`src/rtl/digits_pkg.sv`:
```
// Shared glyph ROM geometry, converter state encoding and ROM addressing helper
// for the score digit renderer.
package digits_pkg;

   localparam int GLYPH_W    = 5;
   localparam int GLYPH_H    = 9;
   localparam int GLYPH_BITS = 45;
   localparam int ROM_AW     = 9;

   typedef enum logic [1:0] {
      CONV_IDLE,
      CONV_SHIFT,
      CONV_COMMIT
   } conv_state_t;

   // Glyphs are stored digit-major, then row-major: digit*45 + row*5 + col.
   function automatic logic [ROM_AW-1:0] glyph_addr(input logic [3:0] digit,
                                                    input logic [3:0] row,
                                                    input logic [2:0] col);
      return ROM_AW'(digit) * ROM_AW'(GLYPH_BITS)
           + ROM_AW'(row) * ROM_AW'(GLYPH_W)
           + ROM_AW'(col);
   endfunction

endpackage

```
`src/rtl/bin_to_bcd_seq.sv`:
```
// Sequential double-dabble converter: one score bit per cycle, then a single
// COMMIT cycle where the result and overflow flag are presented with done.
module bin_to_bcd_seq
   import digits_pkg::*;
#(
   parameter int DIGITS  = 3,
   parameter int SCORE_W = 10
) (
   input  logic                  clk,
   input  logic                  rst_n,
   input  logic                  start,
   input  logic [SCORE_W-1:0]    value,
   output logic                  busy,
   output logic                  done,
   output logic [DIGITS*4-1:0]   bcd,
   output logic                  overflow
);

   localparam int BCD_W = DIGITS * 4;
   localparam int CNT_W = (SCORE_W > 1) ? $clog2(SCORE_W) : 1;
   localparam int LIMIT = 10 ** DIGITS;

   conv_state_t          state;
   conv_state_t          state_next;
   logic                 load;
   logic [SCORE_W-1:0]   captured;
   logic [SCORE_W-1:0]   shreg;
   logic [BCD_W-1:0]     bcd_q;
   logic [BCD_W-1:0]     bcd_adj;
   logic [CNT_W-1:0]     cnt;

   always_comb begin
      state_next = state;
      load       = 1'b0;
      done       = 1'b0;
      busy       = (state != CONV_IDLE);
      case (state)
         CONV_IDLE: begin
            if (start) begin
               load       = 1'b1;
               state_next = CONV_SHIFT;
            end
         end
         CONV_SHIFT: begin
            if (cnt == CNT_W'(SCORE_W - 1)) begin
               state_next = CONV_COMMIT;
            end
         end
         CONV_COMMIT: begin
            done = 1'b1;
            if (start) begin
               load       = 1'b1;
               state_next = CONV_SHIFT;
            end else begin
               state_next = CONV_IDLE;
            end
         end
         default: state_next = CONV_IDLE;
      endcase
   end

   // Nibbles that would reach 10 or more after the shift are pre-corrected by +3.
   always_comb begin
      bcd_adj = bcd_q;
      for (int i = 0; i < DIGITS; i++) begin
         if (bcd_q[i*4 +: 4] >= 4'd5) begin
            bcd_adj[i*4 +: 4] = bcd_q[i*4 +: 4] + 4'd3;
         end
      end
   end

   always_ff @(posedge clk or negedge rst_n) begin
      if (!rst_n) begin
         state    <= CONV_IDLE;
         captured <= '0;
         shreg    <= '0;
         bcd_q    <= '0;
         cnt      <= '0;
      end else begin
         state <= state_next;
         if (load) begin
            captured <= value;
            shreg    <= value;
            bcd_q    <= '0;
            cnt      <= '0;
         end else if (state == CONV_SHIFT) begin
            bcd_q <= {bcd_adj[BCD_W-2:0], shreg[SCORE_W-1]};
            shreg <= shreg << 1;
            cnt   <= cnt + 1'b1;
         end
      end
   end

   assign bcd      = bcd_q;
   assign overflow = (32'(captured) >= 32'(LIMIT));

endmodule

```
`src/rtl/score_digits_renderer.sv`:
```
// Renders the current score from the 5x9 digit glyph ROM at a fixed position,
// through a two-stage pixel pipeline with leading-zero blanking.
module score_digits_renderer
   import digits_pkg::*;
#(
   parameter int DIGITS   = 3,
   parameter int SCORE_W  = 10,
   parameter int COORD_W  = 10,
   parameter int ORIGIN_X = 8,
   parameter int ORIGIN_Y = 8,
   parameter int SPACING  = 1
) (
   input  logic                clk,
   input  logic                rst_n,
   input  logic [SCORE_W-1:0]  score,
   input  logic                score_valid,
   output logic                busy,
   input  logic [COORD_W-1:0]  x,
   input  logic [COORD_W-1:0]  y,
   input  logic                pixel_valid,
   output logic [ROM_AW-1:0]   rom_ad,
   input  logic                rom_dout,
   output logic                pixel_on,
   output logic                pixel_out_valid
);

   localparam int BCD_W      = DIGITS * 4;
   localparam int CELL_PITCH = GLYPH_W + SPACING;
   localparam int CW         = COORD_W + 1;

   logic                pending;
   logic [SCORE_W-1:0]  pending_value;
   logic                conv_start;
   logic [SCORE_W-1:0]  conv_value;
   logic                conv_done;
   logic [BCD_W-1:0]    conv_bcd;
   logic                conv_overflow;
   logic [BCD_W-1:0]    disp;

   logic [CW-1:0]       xe;
   logic [CW-1:0]       ye;
   logic                in_y;
   logic                lead;
   logic                hit;
   logic [3:0]          glyph_digit;
   logic [3:0]          row;
   logic [2:0]          col;
   logic                inside_q;
   logic                valid_q;

   // A strobe in the COMMIT cycle is consumed directly and wins over the pending value.
   assign conv_start = score_valid | pending;
   assign conv_value = score_valid ? score : pending_value;

   bin_to_bcd_seq #(
      .DIGITS  (DIGITS),
      .SCORE_W (SCORE_W)
   ) u_conv (
      .clk      (clk),
      .rst_n    (rst_n),
      .start    (conv_start),
      .value    (conv_value),
      .busy     (busy),
      .done     (conv_done),
      .bcd      (conv_bcd),
      .overflow (conv_overflow)
   );

   always_ff @(posedge clk or negedge rst_n) begin
      if (!rst_n) begin
         pending       <= 1'b0;
         pending_value <= '0;
         disp          <= '0;
      end else begin
         if (conv_done) begin
            pending <= 1'b0;
         end else if (score_valid && busy) begin
            pending       <= 1'b1;
            pending_value <= score;
         end
         if (conv_done) begin
            disp <= conv_overflow ? {DIGITS{4'd9}} : conv_bcd;
         end
      end
   end

   assign xe   = {1'b0, x};
   assign ye   = {1'b0, y};
   assign in_y = (ye >= CW'(ORIGIN_Y)) && (ye < CW'(ORIGIN_Y + GLYPH_H));
   assign row  = 4'(ye - CW'(ORIGIN_Y));

   // Cell k = 0 is the most significant digit; lead tracks "all zero so far".
   always_comb begin
      hit         = 1'b0;
      glyph_digit = 4'd0;
      col         = 3'd0;
      lead        = 1'b1;
      for (int k = 0; k < DIGITS; k++) begin
         lead = lead && (disp[(DIGITS-1-k)*4 +: 4] == 4'd0) && (k != DIGITS - 1);
         if (pixel_valid && in_y && !lead
             && (xe >= CW'(ORIGIN_X + k*CELL_PITCH))
             && (xe <  CW'(ORIGIN_X + k*CELL_PITCH + GLYPH_W))) begin
            hit         = 1'b1;
            glyph_digit = disp[(DIGITS-1-k)*4 +: 4];
            col         = 3'(xe - CW'(ORIGIN_X + k*CELL_PITCH));
         end
      end
   end

   always_ff @(posedge clk or negedge rst_n) begin
      if (!rst_n) begin
         rom_ad          <= '0;
         inside_q        <= 1'b0;
         valid_q         <= 1'b0;
         pixel_on        <= 1'b0;
         pixel_out_valid <= 1'b0;
      end else begin
         if (hit) begin
            rom_ad <= glyph_addr(glyph_digit, row, col);
         end
         inside_q        <= hit;
         valid_q         <= pixel_valid;
         pixel_on        <= inside_q & rom_dout;
         pixel_out_valid <= valid_q;
      end
   end

endmodule

```
`config.mk`:
```
export PLATFORM = sky130hd
export DESIGN_NAME = score_digits_renderer
export DESIGN_NICKNAME = d
export VERILOG_FILES = /design/src/rtl/digits_pkg.sv /design/src/rtl/bin_to_bcd_seq.sv /design/src/rtl/score_digits_renderer.sv
export SDC_FILE = /design/constraint.sdc
export NUM_CORES = 1
export LEC_CHECK = 0
export CAP_MARGIN = 25
export CORE_MARGIN = 4
export CORE_UTILIZATION = 51
export CTS_CLUSTER_DIAMETER = 150
export DETAILED_ROUTE_END_ITERATION = 10
export HOLD_SLACK_MARGIN = 0.15
export PLACE_DENSITY = 0.84
export SKIP_LAST_GASP = 1
export SLEW_MARGIN = 10
export SYNTH_ARGS = -nofsm -noshare
export SYNTH_HDL_FRONTEND = slang
export SYNTH_SLANG_ARGS = --single-unit
```
`constraint.sdc`:
```
create_clock -name clk -period 4.8 [get_ports clk]
set_clock_uncertainty 0.1 [all_clocks]
set_input_delay 0.72 -clock clk [delete_from_list [all_inputs] [get_ports clk]]
set_output_delay 0.72 -clock clk [all_outputs]
set_load 0.02 [all_outputs]
```
Word-level counts from Yosys, hierarchy flattened:

Cells that the tools add are included.

* mux-type cells: 29
* reduce and logical (&&, ||, !) cells: 23
* eq/ne operators: 5
* $add $sub $neg: 10
* bitwise logic cells: 3
* $mul: 2
* order comparisons: 12

Operators with widths (count)
* $mux W12: 3
* $ge A10 B4 Y1 const B: 3
* $lt A10 B5 Y1 const B: 3
* $mux W10: 3
* $mux W4: 7
* $ge A4 B3 Y1 const B: 3
* $logic_and A1 B1 Y1: 12
* $mux W3: 4
* $ge A10 B10 Y1 const B: 1
* $ge A10 B5 Y1 const B: 1
* $lt A10 B4 Y1 const B: 1
* $add A9 B3 Y9: 1
* $add A9 B7 Y9: 1
* $mul A4 B6 Y9 const B: 1
* $mux W1: 9
* $add A4 B2 Y4 const B: 2
* $logic_not A4 Y1: 2
* $mul A4 B3 Y7 const B: 1
* $pmux W2 S3: 1
* $reduce_bool A2 Y1: 3
* $sub A3 B3 Y3 const B: 2
* $add A4 B1 Y4 const B: 1
* $eq A4 B4 Y1 const B: 1
* $mux W2: 2
* other kinds (14): 16

* output and inout bits: 12
* word-level logic and storage cells: 97
* register bits after elaboration: 74

Logic depth before layout (Yosys ltp):

* depth in word-level cells: 12
* depth in mapped cells: 22
* mapped depth without buffers: 22

Modules after synthesis:

A second synthesis with hierarchy kept.

* cells, all modules: 420
* area, all modules: 4224.1 um2

By module, submodules not included
* score_digits_renderer: cells an instance 237, area each 2486.1 um2, times used 1
* bin_to_bcd_seq: cells an instance 183, area each 1737.9 um2, times used 1

Worst setup path after synthesis:

OpenSTA, ideal clock, no wires.

* path type: input port to flip-flop
* from: input port x[2]
* to: register rom_ad[8]
* cell stages on the path: 20
* library setup time: 0.125 ns
* setup slack: -0.817 ns
* arrival: 5.392 ns
* cell sequence: or3b_1 -> a21oi_2 -> nor2_1 -> a21oi_1 -> nand2_1 -> a31oi_1 -> ha_1 -> inv_1 -> fa_1 -> inv_1 -> fa_1 -> inv_1 -> fa_1 -> fa_1 -> nor2b_1 -> o31a_1 -> o21ai_0 -> nand2b_1 -> xnor3_1 -> mux2_4

* longest elaborated chain between the ends: 9
* elaborated cells on any way between the ends: 27
* those cells by class: add/sub (5); mul (1); order compare (6); mux (9); reduce/logical (6)

RTL lines
* start: declaration: line score_digits_renderer.sv:18 `input logic [COORD_W-1:0] x,`
* $ge A10 B4 Y1: line score_digits_renderer.sv:101 `&& (xe >= CW'(ORIGIN_X + k*CELL_PITCH))`
* $logic_and A1 B1 Y1: line score_digits_renderer.sv:101
* $logic_and A1 B1 Y1: line score_digits_renderer.sv:102 `&& (xe < CW'(ORIGIN_X + k*CELL_PITCH + GLYPH_W))) begin`
* $mux W4 (3 in a row): line score_digits_renderer.sv:100 `if (pixel_valid && in_y && !lead`
* $mul A4 B6 Y9: line digits_pkg.sv:20 `return ROM_AW'(digit) * ROM_AW'(GLYPH_BITS)`
* $add A9 B7 Y9: line digits_pkg.sv:21 `+ ROM_AW'(row) * ROM_AW'(GLYPH_W)`
* $add A9 B3 Y9: line digits_pkg.sv:22 `+ ROM_AW'(col);`
* end signal: assignment: line score_digits_renderer.sv:119 `rom_ad <= glyph_addr(glyph_digit, row, col);`
* end: declaration: line score_digits_renderer.sv:21 `output logic [ROM_AW-1:0] rom_ad,`

Several ways; a longest one is shown, not always the timed one.
A chain may end at the register's enable or synchronous reset.

Worst setup path after layout:

Same ends and word-level chain as after synthesis.

==> impl_metrics.tcl <==
set metrics [dict create \
    wl_per_cell_um 16.3 \
    tightest_slew_ns 0.743 \
    yosysSeqAreaShare 0.430 \
    yosysUniqueCellTypes 44 \
    end_kind "flip-flop" \
    antennaDiodeCount 0 \
    p_clk_frac 0.233 \
    antenna_found_initial 0 \
    ant_nets 0 \
    cts_tree "built" \
    rsz0062_at_grt "yes" \
    power_density_nw_per_um2 425 \
    yosys_warnings 0 \
    seqCellArea_um2 1780 \
    cts.path.max_buffers 2 \
    fillCellCount 541 \
    outcome "finished, violations left" \
    rows 32 \
    grt_max_degree 43 \
    relSlewSlack 0.499 \
    drive_gt1_frac 0.247 \
    die_h_um 98.0 \
    crit_arrival_ns 5.07 \
    setup-violations-final 2 \
    gp_congestion 0.828 \
    hold_viol 0 \
    holdWs_ns 0.262 \
    setup_slack_ns -0.148 \
    fin_setup_tns_ns -0.198 \
    die_x_um 98.0 \
    dr.pass1.iters 4 \
    max_freq_mhz 202 \
    synth-seq-cells 71 \
    drtIter0Drc 186 \
    vdd_drop_max_mv 0.259 \
    clk_pin_slew_ns 0.08 \
    vias 3360 \
    nets 577 \
    finalCriticalPeriod_ns 4.95 \
    ios 47 \
    overflow 0 \
    dp_hpwl_mm 6.65 \
    p_int_mw 1.51 \
    postSynthCellCount 396 \
    pwr-share-comb 0.363 \
    synth_area_um2 4140 \
    p_total_mw 2.35 \
    avgSynthCellArea_um2 10.4 \
    switching_share 0.356 \
    viasPerCell 5.55 \
    cts_sinks 71 \
    drv_cap 0 \
    place_ws_ns -0.883 \
    clockRootBuffer "clkbuf_8" \
    seqPwrFrac 0.405 \
    grt_pass1_vias 3454 \
    multi_input_area_um2 2340 \
    cts_buffers 9 \
    violations "setup timing" \
    p_leak_nw 2.56 \
    critPathMaxFanout 6 \
    grt_pass1_wl_mm 16.1 \
    p_switching_mw 0.836 \
    drc 0 \
    min_period_over_period 1.03 \
    io_buffers 46 \
    hold_path_class "reg -> reg" \
    wl_mm 9.86 \
    grt_usage 0.204 \
    synth_fp_nets 475 \
    core_um2 7810 \
    syn2layout_area_growth_pct 33.8 \
    cts_max_level 3 \
    crit_type "in -> reg" \
    die_area_um2 9610 \
    clock_latency_ns 0.34 \
    required_ns 4.93 \
    startpoint_type "input pin" \
    slew_violations 0 \
    initial_core_util 0.530 \
]
[power groups by stage]
stage | sequential (mW) | clock (mW) | combinational [mW]
after floorplan | 0.909 | 0 | 0.578
after global placement | 0.945 | 0 | 0.743
after detailed placement | 0.957 | 0 | 0.792
after CTS | 0.948 | 0.560 | 0.819
after global routing | 0.980 | 0.587 | 0.954
final | 0.951 | 0.547 | 0.852
[through the flow]
step / area (um2) / utilization / cells
after detailed placement: 4970 / 0.637 / 567
final: 5530 / 0.708 / 605
after global routing: 5530 / 0.708 / 605
after CTS: 5340 / 0.683 / 595
after global placement: 4960 / 0.636 / 566
after floorplan: 4170 / - / 396
[Yosys cell counts (all sizes together)]
library cell | count | area (um2)
o22a | 3 | 26.3
xnor2 | 8 | 70.1
a31oi | 5 | 31.3
or2 | 2 | 12.5
o311ai | 1 | 8.76
a21o | 2 | 15.0
o21ai | 20 | 100
inv | 32 | 120
nand3 | 12 | 60.1
mux2 | 18 | 229
xor2 | 4 | 35.0
o21bai | 2 | 15.0
o21a | 2 | 15.0
o31ai | 6 | 45.0
dfrtp | 71 | 1780
nand4 | 3 | 18.8
nand2b | 6 | 37.5
nor4 | 3 | 18.8
ha | 33 | 413
mux2i | 9 | 90.1
clkbuf | 11 | 41.3
a2bb2oi | 1 | 8.76
nor3 | 3 | 15.0
nand2 | 24 | 90.1
or3b | 2 | 17.5
buf | 2 | 15.0
nor2 | 33 | 124
nand3b | 2 | 15.0
fa | 11 | 220
nor4b | 3 | 26.3
a22o | 6 | 52.6
a21oi | 25 | 133
a31o | 2 | 17.5
a211oi | 8 | 60.1
o31a | 1 | 8.76
a32o | 3 | 30.0
nor2b | 9 | 56.3
xnor3 | 1 | 22.5
and2 | 7 | 43.8
[registers in the layout, indices dropped and copies added (netlist names)]
name	flops
disp	12
inside_q	1
pending	1
pending_value	10
pixel_on	1
pixel_out_valid	1
rom_ad	9
u_conv.bcd	12
u_conv.captured	7
u_conv.cnt	4
u_conv.shreg	10
u_conv.state	2
valid_q	1
[timing repair]
action	CTS	global route
setup buffers	12	7
pin swaps	23	17
hold buffers	0	1
cloned	0	0
setup endpoints to repair	5	4
resized for setup	37	16
endpoints found under the hold margin	0	2
[final timing paths]
check / start / end / slack, ns / depth (start not counted)
setup / recovery: x[2] / rom_ad[8] / -0.15 / 21
hold / removal: valid_q / pixel_out_valid / 0.26 / 0
setup reg to reg: disp[4] / rom_ad[8] / 0.23 / 20
hold reg to reg: valid_q / pixel_out_valid / 0.26 / 0
max in group asynchronous: rst_n / u_conv.shreg[4] / 3.21 / 3
min in group asynchronous: rst_n / rom_ad[4] / 0.70 / 2
[critical path: stages]
cell      delay (ns)
buf_8           0.11
or3b_4          0.40
a21oi_4         0.22
nor2_4          0.07
a21oi_4         0.13
buf_6           0.11
mux2i_1         0.18
nor2_1          0.08
ha_1            0.28
inv_1           0.05
fa_1            0.51
inv_1           0.07
fa_1            0.56
ha_4            0.22
ha_4            0.24
nor2b_2         0.15
o31a_1          0.29
o21ai_1         0.15
nand2b_1        0.09
xnor3_1         0.18
mux2_4          0.26
[routing by layer]
metal	wire (um)	track usage	part of all wire	vias to the layer above
met5	0	0	0	-
met4	240	0.0682	0.024	0
met3	559	0.0443	0.057	23
met2	5040	0.357	0.51	115
met1	4020	0.249	0.41	1636
li1	-	-	-	1586
[cells in the final DEF (no fill, tap or decap), types with 7 or more instances in the layout]
cell	count
nor2_1	32
fa_1	10
xnor2_1	8
clkbuf_8	10
buf_4	54
a21oi_1	21
o21ai_0	16
inv_1	32
mux2i_1	9
ha_1	29
mux2_4	7
nand2_1	24
clkdlybuf4s50_1	37
a211oi_1	8
nand3_1	12
mux2_2	11
dfrtp_1	71
[area by class of cell]
class	instances	area share
well taps	102	0.0231
flip-flops and latches	71	0.321
inverters	32	0.0217
repair buffers	104	0.169
clock buffers	10	0.0249
clock inverters	6	0.0167
multi-input cells	280	0.424
[cells by family after synthesis]
kind of cell	after synthesis	synth area share
and+or+nand+nor	109	0.130
buffers and inverters	45	0.0427
muxes	27	0.0772
xor gates and xnor gates	13	0.0309
DFF	71	0.430
adders and majority gates	44	0.153
AOI/OAI and AO/OA	87	0.137
Power figures use the tool's default switching activity.
